## config.mk

```make
export PLATFORM = sky130hd
export DESIGN_NAME = freq_lock_monitor
export DESIGN_NICKNAME = d
export VERILOG_FILES = /design/src/rtl/freq_lock_monitor.sv
export SDC_FILE = /design/constraint.sdc
export NUM_CORES = 1
export LEC_CHECK = 0
export ABC_AREA = 1
export CORE_ASPECT_RATIO = 1.25
export CORE_MARGIN = 3
export CORE_UTILIZATION = 30
export DETAILED_ROUTE_END_ITERATION = 16
export GPL_ROUTABILITY_DRIVEN = 0
export HOLD_SLACK_MARGIN = 0.1
export PLACE_DENSITY = 0.64
export SYNTH_ARGS = -nofsm -noshare
export SYNTH_HDL_FRONTEND = slang
export SYNTH_SLANG_ARGS = --single-unit
export TNS_END_PERCENT = 1
```

## constraint.sdc

```tcl
create_clock -name ref_clk -period 2.15 [get_ports ref_clk]
set_clock_uncertainty 0.1 [all_clocks]
set_input_delay 0.215 -clock ref_clk [delete_from_list [all_inputs] [get_ports ref_clk]]
set_output_delay 0.215 -clock ref_clk [all_outputs]
set_load 0.03 [all_outputs]
```

## src/rtl/freq_lock_monitor.sv

```systemverilog
// Turns per-window frequency-meter counts into lock / stall / error status in the ref_clk domain.
// Optional min/max tracking while locked is built only when FREQ_LOCK_MONITOR_MINMAX_EN is defined.
module freq_lock_monitor #(
  parameter int CNT_W            = 28,
  parameter int EXPECTED_CYCLES  = 156250000,
  parameter int TOLERANCE_CYCLES = 1000,
  parameter int LOCK_COUNT       = 4,
  parameter int UNLOCK_COUNT     = 2,
  parameter int TIMEOUT_CYCLES   = 400000000
) (
  input  logic             ref_clk,
  input  logic             rst,
  input  logic [CNT_W-1:0] meas_cycles,
  input  logic             meas_valid,
  input  logic             clr_sticky,
  output logic [CNT_W-1:0] last_cycles,
  output logic             status_strobe,
  output logic             in_range,
  output logic             too_fast,
  output logic             too_slow,
  output logic             locked,
  output logic             lock_lost,
  output logic             lock_lost_sticky,
  output logic             stalled,
  output logic [CNT_W-1:0] min_cycles,
  output logic [CNT_W-1:0] max_cycles
);

  // Bounds are clamped to the representable count range, so they need one extra bit.
  localparam longint EXP_L   = longint'(EXPECTED_CYCLES);
  localparam longint TOL_L   = longint'(TOLERANCE_CYCLES);
  localparam longint CNT_MAX = (longint'(1) << CNT_W) - 1;
  localparam longint LO_L    = (EXP_L > TOL_L) ? (EXP_L - TOL_L) : longint'(0);
  localparam longint HI_L    = ((EXP_L + TOL_L) > CNT_MAX) ? CNT_MAX : (EXP_L + TOL_L);
  localparam logic [CNT_W:0] LO = (CNT_W+1)'(LO_L);
  localparam logic [CNT_W:0] HI = (CNT_W+1)'(HI_L);

  localparam int RUN_W  = $clog2(LOCK_COUNT + 1);
  localparam int MISS_W = $clog2(UNLOCK_COUNT + 1);
  localparam int WD_W   = $clog2(TIMEOUT_CYCLES + 1);

  localparam logic [RUN_W-1:0]  RUN_LAST  = RUN_W'(LOCK_COUNT - 1);
  localparam logic [RUN_W-1:0]  RUN_FULL  = RUN_W'(LOCK_COUNT);
  localparam logic [MISS_W-1:0] MISS_LAST = MISS_W'(UNLOCK_COUNT - 1);
  localparam logic [WD_W-1:0]   WD_LAST   = WD_W'(TIMEOUT_CYCLES - 1);
  localparam logic [WD_W-1:0]   WD_FULL   = WD_W'(TIMEOUT_CYCLES);

  typedef enum logic [0:0] {ACQUIRE, LOCKED} state_t;

  state_t             state;
  logic [RUN_W-1:0]   run_cnt;
  logic [MISS_W-1:0]  miss_cnt;
  logic [WD_W-1:0]    wd_cnt;

  logic [CNT_W:0] meas_ext;
  logic           slow_now, fast_now, in_now;
  logic           lock_hit, miss_hit, stall_hit, lost_evt;

  assign meas_ext  = {1'b0, meas_cycles};
  assign slow_now  = (meas_ext < LO);
  assign fast_now  = (meas_ext > HI);
  assign in_now    = !slow_now && !fast_now;

  // A stall only fires on a cycle with no valid, so a coincident valid always wins.
  assign lock_hit  = meas_valid && (state == ACQUIRE) && in_now && (run_cnt == RUN_LAST);
  assign miss_hit  = meas_valid && (state == LOCKED) && !in_now && (miss_cnt == MISS_LAST);
  assign stall_hit = !meas_valid && (wd_cnt == WD_LAST);
  assign lost_evt  = miss_hit || (stall_hit && (state == LOCKED));

  assign locked = (state == LOCKED);

  always_ff @(posedge ref_clk or posedge rst) begin
    if (rst) begin
      state            <= ACQUIRE;
      run_cnt          <= '0;
      miss_cnt         <= '0;
      wd_cnt           <= '0;
      last_cycles      <= '0;
      status_strobe    <= 1'b0;
      in_range         <= 1'b0;
      too_fast         <= 1'b0;
      too_slow         <= 1'b0;
      lock_lost        <= 1'b0;
      lock_lost_sticky <= 1'b0;
      stalled          <= 1'b0;
    end else begin
      status_strobe <= meas_valid;
      lock_lost     <= lost_evt;

      if (lost_evt)
        lock_lost_sticky <= 1'b1;
      else if (clr_sticky)
        lock_lost_sticky <= 1'b0;

      if (meas_valid) begin
        last_cycles <= meas_cycles;
        in_range    <= in_now;
        too_fast    <= fast_now;
        too_slow    <= slow_now;
        wd_cnt      <= '0;
        stalled     <= 1'b0;
        case (state)
          ACQUIRE: begin
            if (lock_hit) begin
              state    <= LOCKED;
              run_cnt  <= RUN_FULL;
              miss_cnt <= '0;
            end else if (in_now) begin
              run_cnt  <= run_cnt + 1'b1;
            end else begin
              run_cnt  <= '0;
            end
          end
          LOCKED: begin
            if (miss_hit) begin
              state    <= ACQUIRE;
              run_cnt  <= '0;
              miss_cnt <= '0;
            end else if (!in_now) begin
              miss_cnt <= miss_cnt + 1'b1;
            end else begin
              miss_cnt <= '0;
            end
          end
          default: state <= ACQUIRE;
        endcase
      end else begin
        if (wd_cnt != WD_FULL)
          wd_cnt <= wd_cnt + 1'b1;
        if (stall_hit) begin
          stalled  <= 1'b1;
          state    <= ACQUIRE;
          run_cnt  <= '0;
          miss_cnt <= '0;
        end
      end
    end
  end

`ifdef FREQ_LOCK_MONITOR_MINMAX_EN
  logic [CNT_W-1:0] min_r, max_r;

  // Reload on lock entry, then widen with every measurement accepted while locked.
  always_ff @(posedge ref_clk or posedge rst) begin
    if (rst) begin
      min_r <= '0;
      max_r <= '0;
    end else if (lock_hit) begin
      min_r <= meas_cycles;
      max_r <= meas_cycles;
    end else if (meas_valid && (state == LOCKED)) begin
      if (meas_cycles < min_r) min_r <= meas_cycles;
      if (meas_cycles > max_r) max_r <= meas_cycles;
    end
  end

  assign min_cycles = min_r;
  assign max_cycles = max_r;
`else
  assign min_cycles = '0;
  assign max_cycles = '0;
`endif

endmodule

```

Word-level counts from Yosys, hierarchy flattened
Index checks and enable logic that the tools add are counted.
{"block": "totals", "wordCells": 66, "input_bits": 32, "out_inout_bits": 92, "ff_bits": 70}
{"block": "op_classes", "eq_ne": 6, "n_bitwise": 1, "n_mux": 23, "reduce_logical": 19, "n_addsub": 3, "n_lt_le_gt_ge": 2}
{"cell": "$mux 29", "n": 2}
{"cell": "$add 29x1->29 const B", "n": 1}
{"cell": "$eq 29x29->1 const B", "n": 1}
{"cell": "$ne 29x29->1 const B", "n": 1}
{"cell": "$gt 28x28->1 const B", "n": 1}
{"cell": "$lt 28x28->1 const B", "n": 1}
{"cell": "$mux 3", "n": 5}
{"cell": "$mux 2", "n": 5}
{"cell": "$logic_and 1x1->1", "n": 9}
{"cell": "$mux 1", "n": 8}
{"cell": "$pmux 3 s2", "n": 1}
{"cell": "$reduce_bool 2->1", "n": 3}
{"cell": "$logic_not 1->1", "n": 4}
{"cell": "$pmux 2 s2", "n": 1}
{"cell": "$reduce_and 2->1", "n": 2}
{"cell": "$add 3x1->3 const B", "n": 1}
{"cell": "$eq 3x2->1 const B", "n": 1}
{"cell": "$ne 3x2->1 const B", "n": 1}
{"cell": "$ne 3x3->1 const B", "n": 1}
{"cell": "$add 2x1->2 const B", "n": 1}
{"cell": "$eq 2x1->1 const B", "n": 1}
{"cell": "$pmux 1 s2", "n": 1}
{"cell": "$logic_or 1x1->1", "n": 1}
{"cell": "$not 1->1", "n": 1}

Longest topological paths before layout
Gate-level depths: netlist (run 1).
{"block": "logic_depth", "depth_word": 9, "mapped_depth": 14, "ltp_nobuf": 14}

Worst setup path before layout (run 1)
OpenSTA, ideal clock, no wires.
{"block": "synth_timing", "path_type": "reg2reg", "from": "register wd_cnt[1]", "to": "register wd_cnt[24]", "setup_time_ns": 0.119, "path_stages_with_launch": 11, "arrival_ns": 1.458, "required_ns": 1.931, "synth_period_minus_slack_ns": 1.678, "path_buffers": 0, "path_slack_ns": 0.472, "cell_sequence": "dfrtp_1 -> ha_1 -> nand2_2 -> nor2_4 -> nand2_4 -> nor3_4 -> nand4_2 -> nor2_4 -> nand4_1 -> nand2_1 -> nor2_1"}
{"block": "synth_via", "elab_chain_cells": 3, "elab_cells_between_ends": 5, "classes_between": "add/sub (1); eq/ne (1); mux (2); reduce/logical (1)"}
{"item": "from (decl)", "line_no": "53", "text": "logic [WD_W-1:0] wd_cnt;"}
{"item": "from (signal assigned)", "line_no": "129", "text": "wd_cnt <= wd_cnt + 1'b1;"}
{"item": "$add 29x1->29", "line_no": "129"}
{"item": "$mux 29", "line_no": "128", "text": "if (wd_cnt != WD_FULL)"}
{"item": "$mux 29", "line_no": "95", "text": "if (meas_valid) begin"}
Parallel ways exist; a longest one is shown, timed or not. The select of a mux whose other input is x is not followed.
A chain may end at the register's enable or synchronous reset.

Final worst setup path (run 1)
Ends and elaborated chain as after synthesis.

==> metrics.md, run 1 <==
| Metric | Value |
|---|---|
| Primary FF master, synth | dfrtp_1 |
| Max-slew violations | 0 |
| Final Hold Viols | 0 |
| Site row count | 46 |
| Post-synth EDFFs | 0 |
| Req. time, crit path | 2.26 ns |
| Post-CTS Setup Bufs | 0 |
| Arrival time of the worst setup path | 2.05 ns |
| IO Pins | 124 |
| Post-layout nets | 625 |
| Layout cells sized above 1 | 6.75% |
| PwrDens | 749 mW/mm^2 |
| Yosys top cell area share | 44.2% |
| Area grow syn2layout | 26.6% |
| Metal3 WL | 438 um |
| GRT Total Usage | 14.1% |
| WL per Instance | 12.7 um |
| N_diodes | 0 |
| Via density | 4.43 |
| Clk_lat worst skew | 0.33 ns |
| Power consumption | 3.76 mW |
| Yosys top cell by area | dfrtp_1 |
| DR DRC count | 0 |
| Design area | 0.00502 sq mm |
| Largest net degree at the start of global routing | 45 |
| Unrepaired setup endpoints after global routing | false |
| Antenna violations before repair | 0 |
| Synth warnings | 0 |
| Final min period | 1.93 ns |
| Crit start category | flop |
| Post-synth ARST share | 100% |
| Detailed-router iteration count before antenna repair | 4 |
| Max-cap viol count | 0 |
| Metal-1 WL | 4.00 mm |
| Global-route wire length before repair | 16.2 mm |
| CTS tree | built |
| Count leader, synth | nand2_1 |
| Yosys cell types | 36 |
| Uppermost layer routed | met4 |
| Seq cells post-synth | 70 |
| Fmax achieved | 0.517 GHz |
| Clock Tree Root | clkbuf_16 |
| DRT antenna net count | 0 |
| Sequential cell area fraction in the yosys report | 44.2% |
| Area contributors post-synth | dfrtp_1, nand2_1, buf_4 |
| Vias in the first global route | 3326 |
| CTS Sinks | 70 |
| CP Class | flop to flop |
| # resized after CTS | 0 |
| Cells after Synth | 514 |
| Syn avg cell area | 7.71 sq um |
| Post-CTS Hold Buffers | 0 |
| WL final | 9.68 mm |
| Area of the die | 0.0146 sq mm |
| Starting Density | 30.9% |
| Die W | 109 um |
| Max VDD drop | 0.000310 V |
| GRT overflow | 0 |
| Pleak | 2.38 nW |
| CP max FO | 6 |
| Dpl cell area | 0.00468 sq mm |
| Routed wl met2 | 4.87 mm |
| Mapped cell area | 0.00396 sq mm |
| Via count | 3375 |
| I/O Buffers | 67 |
| Setup-failing EPs final | 0 |
| CTS clk-pin slew, worst paths | 0.06 ns |
| DP HPWL | 7.42 mm |
| H-tree depth | 3 |
| Total CTS buffers | 9 |
| Clk buf depth | 2 |
| Core box area | 0.0128 sq mm |
| Synth top cells by count | nand2_1, dfrtp_1, buf_4 |
| Critical Path End Type | flop |
| Worst Hold Class | input port to asynchronous set/reset pin |
| Status | finished, final reports clean |
| Die Ht | 135 um |
| Final Cycle Share | 90.0% |
| DRT iter0 DRCs | 162 |
## sequential cells by signal, summed over array words and instances (netlist names), 2 cells and up
name	count
run_cnt	3
last_cycles	28
miss_cnt	2
wd_cnt	29
## report_power, final
group	internal, mW	switching, mW	total (mW)	leakage, nW
clock network	1.08	0.559	1.64	0.162
logic	0.228	0.453	0.681	1.30
registers	1.39	0.0505	1.44	0.917
total	2.70	1.06	3.76	2.38
## final timing paths
check | end | slack [ns] | from | cells past startpoint
worst max-delay path | wd_cnt[24] | 0.22 | wd_cnt[1] | 10
worst min-delay path | last_cycles[13] | 0.11 | rst | 2
worst max register to register | wd_cnt[24] | 0.22 | wd_cnt[1] | 10
worst min register to register | last_cycles[5] | 0.37 | last_cycles[5] | 2
max in group asynchronous | last_cycles[18] | 1.27 | rst | 3
min in group ref_clk | last_cycles[19] | 0.35 | meas_cycles[19] | 3
## critical path, stage by stage, from the launching register on
cell	delay (ns)
dfrtp_1	0.40
ha_1	0.20
nand2_2	0.11
nor2_4	0.16
nand2_4	0.09
nor3_4	0.24
nand4_2	0.18
nor2_4	0.16
nand4_1	0.09
nand2_1	0.06
nor2_1	0.04
## area by class of cell
class,count,area (sq um)
Multi-Input combinational cell,385,1780
Fill cell,1277,7820
Timing Repair Buffer,74,761
Clock buffer,11,253
Sequential cell,70,1750
Inverter,48,180
Clock inverter,5,81.3
Tap cell,168,210
## through the flow
step           instances  utilization, %  setup TNS (ns)  hold slack, ns  setup WS [ns]
2_1_floorplan        569               -               0           0.146         0.0668
3_3_place_gp         745            36.5               0           0.355         0.0654
3_5_place_dp         745            36.5         -0.0241           0.359        -0.0211
4_1_cts              761            39.1               0           0.139          0.207
5_1_grt              761            39.1               0           0.165         0.0425
6_report             761            39.1               0           0.113          0.216
## cell families (layout without fill, tap and decap cells)
kind of cell             after synthesis  in the layout  share of synthesized area [%]
buffers and inverters                114            138                           16.1
XOR/XNOR                               6              6                           1.33
AO/OA/AOI/OAI                         57             57                           7.54
AND/OR/NAND/NOR                      261            261                           29.2
other                                  1             56                         0.0946
flip-flops                            70             70                           44.2
adder cells (fa/ha/maj)                5              5                           1.58
## cell usage in the layout, fill, tap and decap left out, types with 3 or more instances in the layout
cell type / n
nand2_1: 149
dfrtp_1: 70
clkdlybuf4s50_1: 67
conb_1: 56
inv_1: 46
nor2_1: 46
o21ai_0: 28
nand3_1: 22
a21oi_1: 21
nand4_1: 12
clkbuf_16: 9
nor3_1: 7
nor4_1: 6
xor2_1: 5
ha_1: 5
nand2_2: 4
buf_4: 4
nor2_2: 3
buf_12: 3
## per-layer routing
| metal | GRT usage [%] | vias to the layer above |
|---|---|---|
| met4 | 7.86 | 0 |
| li1 | - | 1680 |
| met2 | 23.7 | 125 |
| met5 | 0 | - |
| met1 | 16.6 | 1545 |
| met3 | 2.73 | 25 |
No activity file was read; power rests on OpenSTA's default activity.
==> run 2: changes to the inputs <==
--- a/config.mk
+++ b/config.mk
@@ -6,7 +6,7 @@
 export NUM_CORES = 1
 export LEC_CHECK = 0
 export ABC_AREA = 1
-export CORE_ASPECT_RATIO = 1.25
+export CORE_ASPECT_RATIO = 1.2
 export CORE_MARGIN = 3
 export CORE_UTILIZATION = 30
 export DETAILED_ROUTE_END_ITERATION = 16
==> run 2 against run 1 <==
Non-clock buffer count increased by 1. Critical endpoint is now wd_cnt[22]. Die area about the same. Combinational power about the same. Maximum frequency decreased by 0.94%. Register-to-register slack got worse by 0.02 ns. Setup slack got worse by 0.018 ns. Global-route usage decreased by 0.95 points. Total power decreased by 4.1%.
==> metrics.md, run 2 (same netlist as run 1, synthesis figures left out) <==
| Metric | Value |
|---|---|
| Worst setup margin | 0.198 ns |
| Crit start category | flop |
| Vias in the first global route | 3296 |
| Multi-input logic area | 0.00178 sq mm |
| DRT antenna net count | 0 |
| Die W | 111 um |
| Max reg flops | 29 |
| Post-CTS Setup Bufs | 0 |
| Antenna violations before repair | 0 |
| Clk buf depth | 2 |
| Status | finished, final reports clean |
| Max-cap viol count | 0 |
| WL per Instance | 12.6 um |
| Worst R2R Start | wd_cnt[1] |
| I/O Buffers | 67 |
| Cells on worst reg2reg path | 8 |
| Global-route wire length before repair | 15.7 mm |
| Via density | 4.42 |
| Final min period | 1.95 ns |
| Post-layout nets | 626 |
| Arrival time of the worst setup path | 2.06 ns |
| WL final | 9.58 mm |
| GRT Total Usage | 13.1% |
| PwrDens | 725 mW/mm^2 |
| Area of the die | 0.0146 sq mm |
| Buf+Inv Stages, Crit Path | 0 |
| Final Hold Viols | 0 |
| Commonest non-fill, non-tap cell in the layout | nand2_1 |
| Core box area | 0.0128 sq mm |
| Clock Tree Root | clkbuf_16 |
| Number of fill cells | 1307 |
| GRT overflow | 0 |
| Most frequent cells in the layout | nand2_1, dfrtp_1, clkdlybuf4s50_1 |
| CTS Sinks | 70 |
| Max incr delay on CP | 0.39 ns |
| Total CTS buffers | 9 |
| DP HPWL | 7.19 mm |
| CTS tree | built |
| Critical path cell sequence | ha_1, nand2_2, nor2_4, nand2_4, nor3_4, nand3_1, nor3_1, nor3_2 |
| Clk_lat worst skew | 0.33 ns |
| Largest regs | wd_cnt x29, last_cycles x28, run_cnt x3 |
| # resized after CTS | 0 |
| Worst reg2reg setup slack | 0.20 ns |
| IO Pins | 124 |
| Critical Path End Type | flop |
| H-tree depth | 3 |
| Layout cells sized above 1 | 6.73% |
| CP max FO | 6 |
| Power consumption | 3.61 mW |
| Critical-path top delay cell | dfrtp_1 |
| Max-slew violations | 0 |
| Max VDD drop | 0.000392 V |
| Via count | 3348 |
| Largest Register | wd_cnt |
| Req. time, crit path | 2.25 ns |
| Die Ht | 132 um |
| Fmax achieved | 0.512 GHz |
| Detailed-router iteration count before antenna repair | 4 |
| Post-Place Worst Slack | 0.00272 ns |
| Register area | 0.00175 sq mm |
| Area grow syn2layout | 25.5% |
| N_diodes | 0 |
| Worst Hold Class | input port to asynchronous set/reset pin |
| FF-to-FF End | wd_cnt[22] |
| Post-CTS Hold Buffers | 0 |
| Setup-failing EPs final | 0 |
| Site row count | 45 |
| Cell family with most CP delay | simple AND/OR/NAND/NOR gates |
| DRT iter0 DRCs | 165 |
| Unrepaired setup endpoints after global routing | false |
| Final Cycle Share | 90.8% |
| Final setup TNS | 0 ns |
| CP Class | flop to flop |
| Starting Density | 31.0% |
| Pleak | 2.36 nW |
| Largest net degree at the start of global routing | 71 |
| DR DRC count | 0 |
| CTS clk-pin slew, worst paths | 0.06 ns |
-- run 2: worst max path at each step --
stage                 endpoint  slack (ns)       startpoint  depth (start not counted)
floorplan             in_range        0.07              rst                          1
global placement    run_cnt[0]        0.04  meas_cycles[18]                         13
detailed placement  run_cnt[0]       0.003  meas_cycles[14]                         13
CTS                 wd_cnt[22]        0.18        wd_cnt[1]                          8
global route        wd_cnt[24]        0.06        wd_cnt[1]                         10
finish              wd_cnt[22]        0.20        wd_cnt[1]                          8
-- run 2: per-layer routing --
layer	track usage, %	vias up	share of wire, %
li1	-	1680	-
met1	14.7	1563	40
met2	23.5	91	53
met3	4.04	14	5.8
met4	4.52	0	1.5
met5	0	-	0
-- run 2: cell type report --
type,instances,area share (%)
clock buffers,11,4.88
clock inverters,5,1.18
inverters,48,3.62
multi-input cells,385,35.8
flip-flops and latches,70,35.2
well taps,164,4.12
repair buffers,75,15.2
-- run 2: where the power goes --
group / total [mW] / switching (mW) / internal, mW
Combinational: 0.679 / 0.452 / 0.226
Clock: 1.49 / 0.557 / 0.929
Sequential: 1.44 / 0.0517 / 1.39
Total: 3.61 / 1.06 / 2.55
-- run 2: worst register-to-register path, cell delays in order (launching register included) --
cell and delay (ns):
dfrtp_1 0.39, ha_1 0.20, nand2_2 0.10, nor2_4 0.16, nand2_4 0.08, nor3_4 0.25
nand3_1 0.21, nor3_1 0.25, nor3_2 0.08
-- run 2: stage by stage --
stage | cell area, sq um | hold WS (ns) | std cells | util [%]
after detailed placement | 4670 | 0.366 | 742 | 36.6
after floorplan | 4170 | 0.146 | 569 | -
after global placement | 4670 | 0.358 | 742 | 36.6
final | 4970 | 0.162 | 758 | 38.9
after global routing | 4970 | 0.209 | 758 | 38.9
after CTS | 4970 | 0.198 | 758 | 38.9
==> run 3: changes to the inputs <==
--- a/config.mk
+++ b/config.mk
@@ -13,6 +13,7 @@
 export GPL_ROUTABILITY_DRIVEN = 0
 export HOLD_SLACK_MARGIN = 0.1
 export PLACE_DENSITY = 0.64
+export SLEW_MARGIN = 20
 export SYNTH_ARGS = -nofsm -noshare
 export SYNTH_HDL_FRONTEND = slang
 export SYNTH_SLANG_ARGS = --single-unit
==> results of run 3 <==
The final DEF is identical to that of run 2; final timing and power are the same.
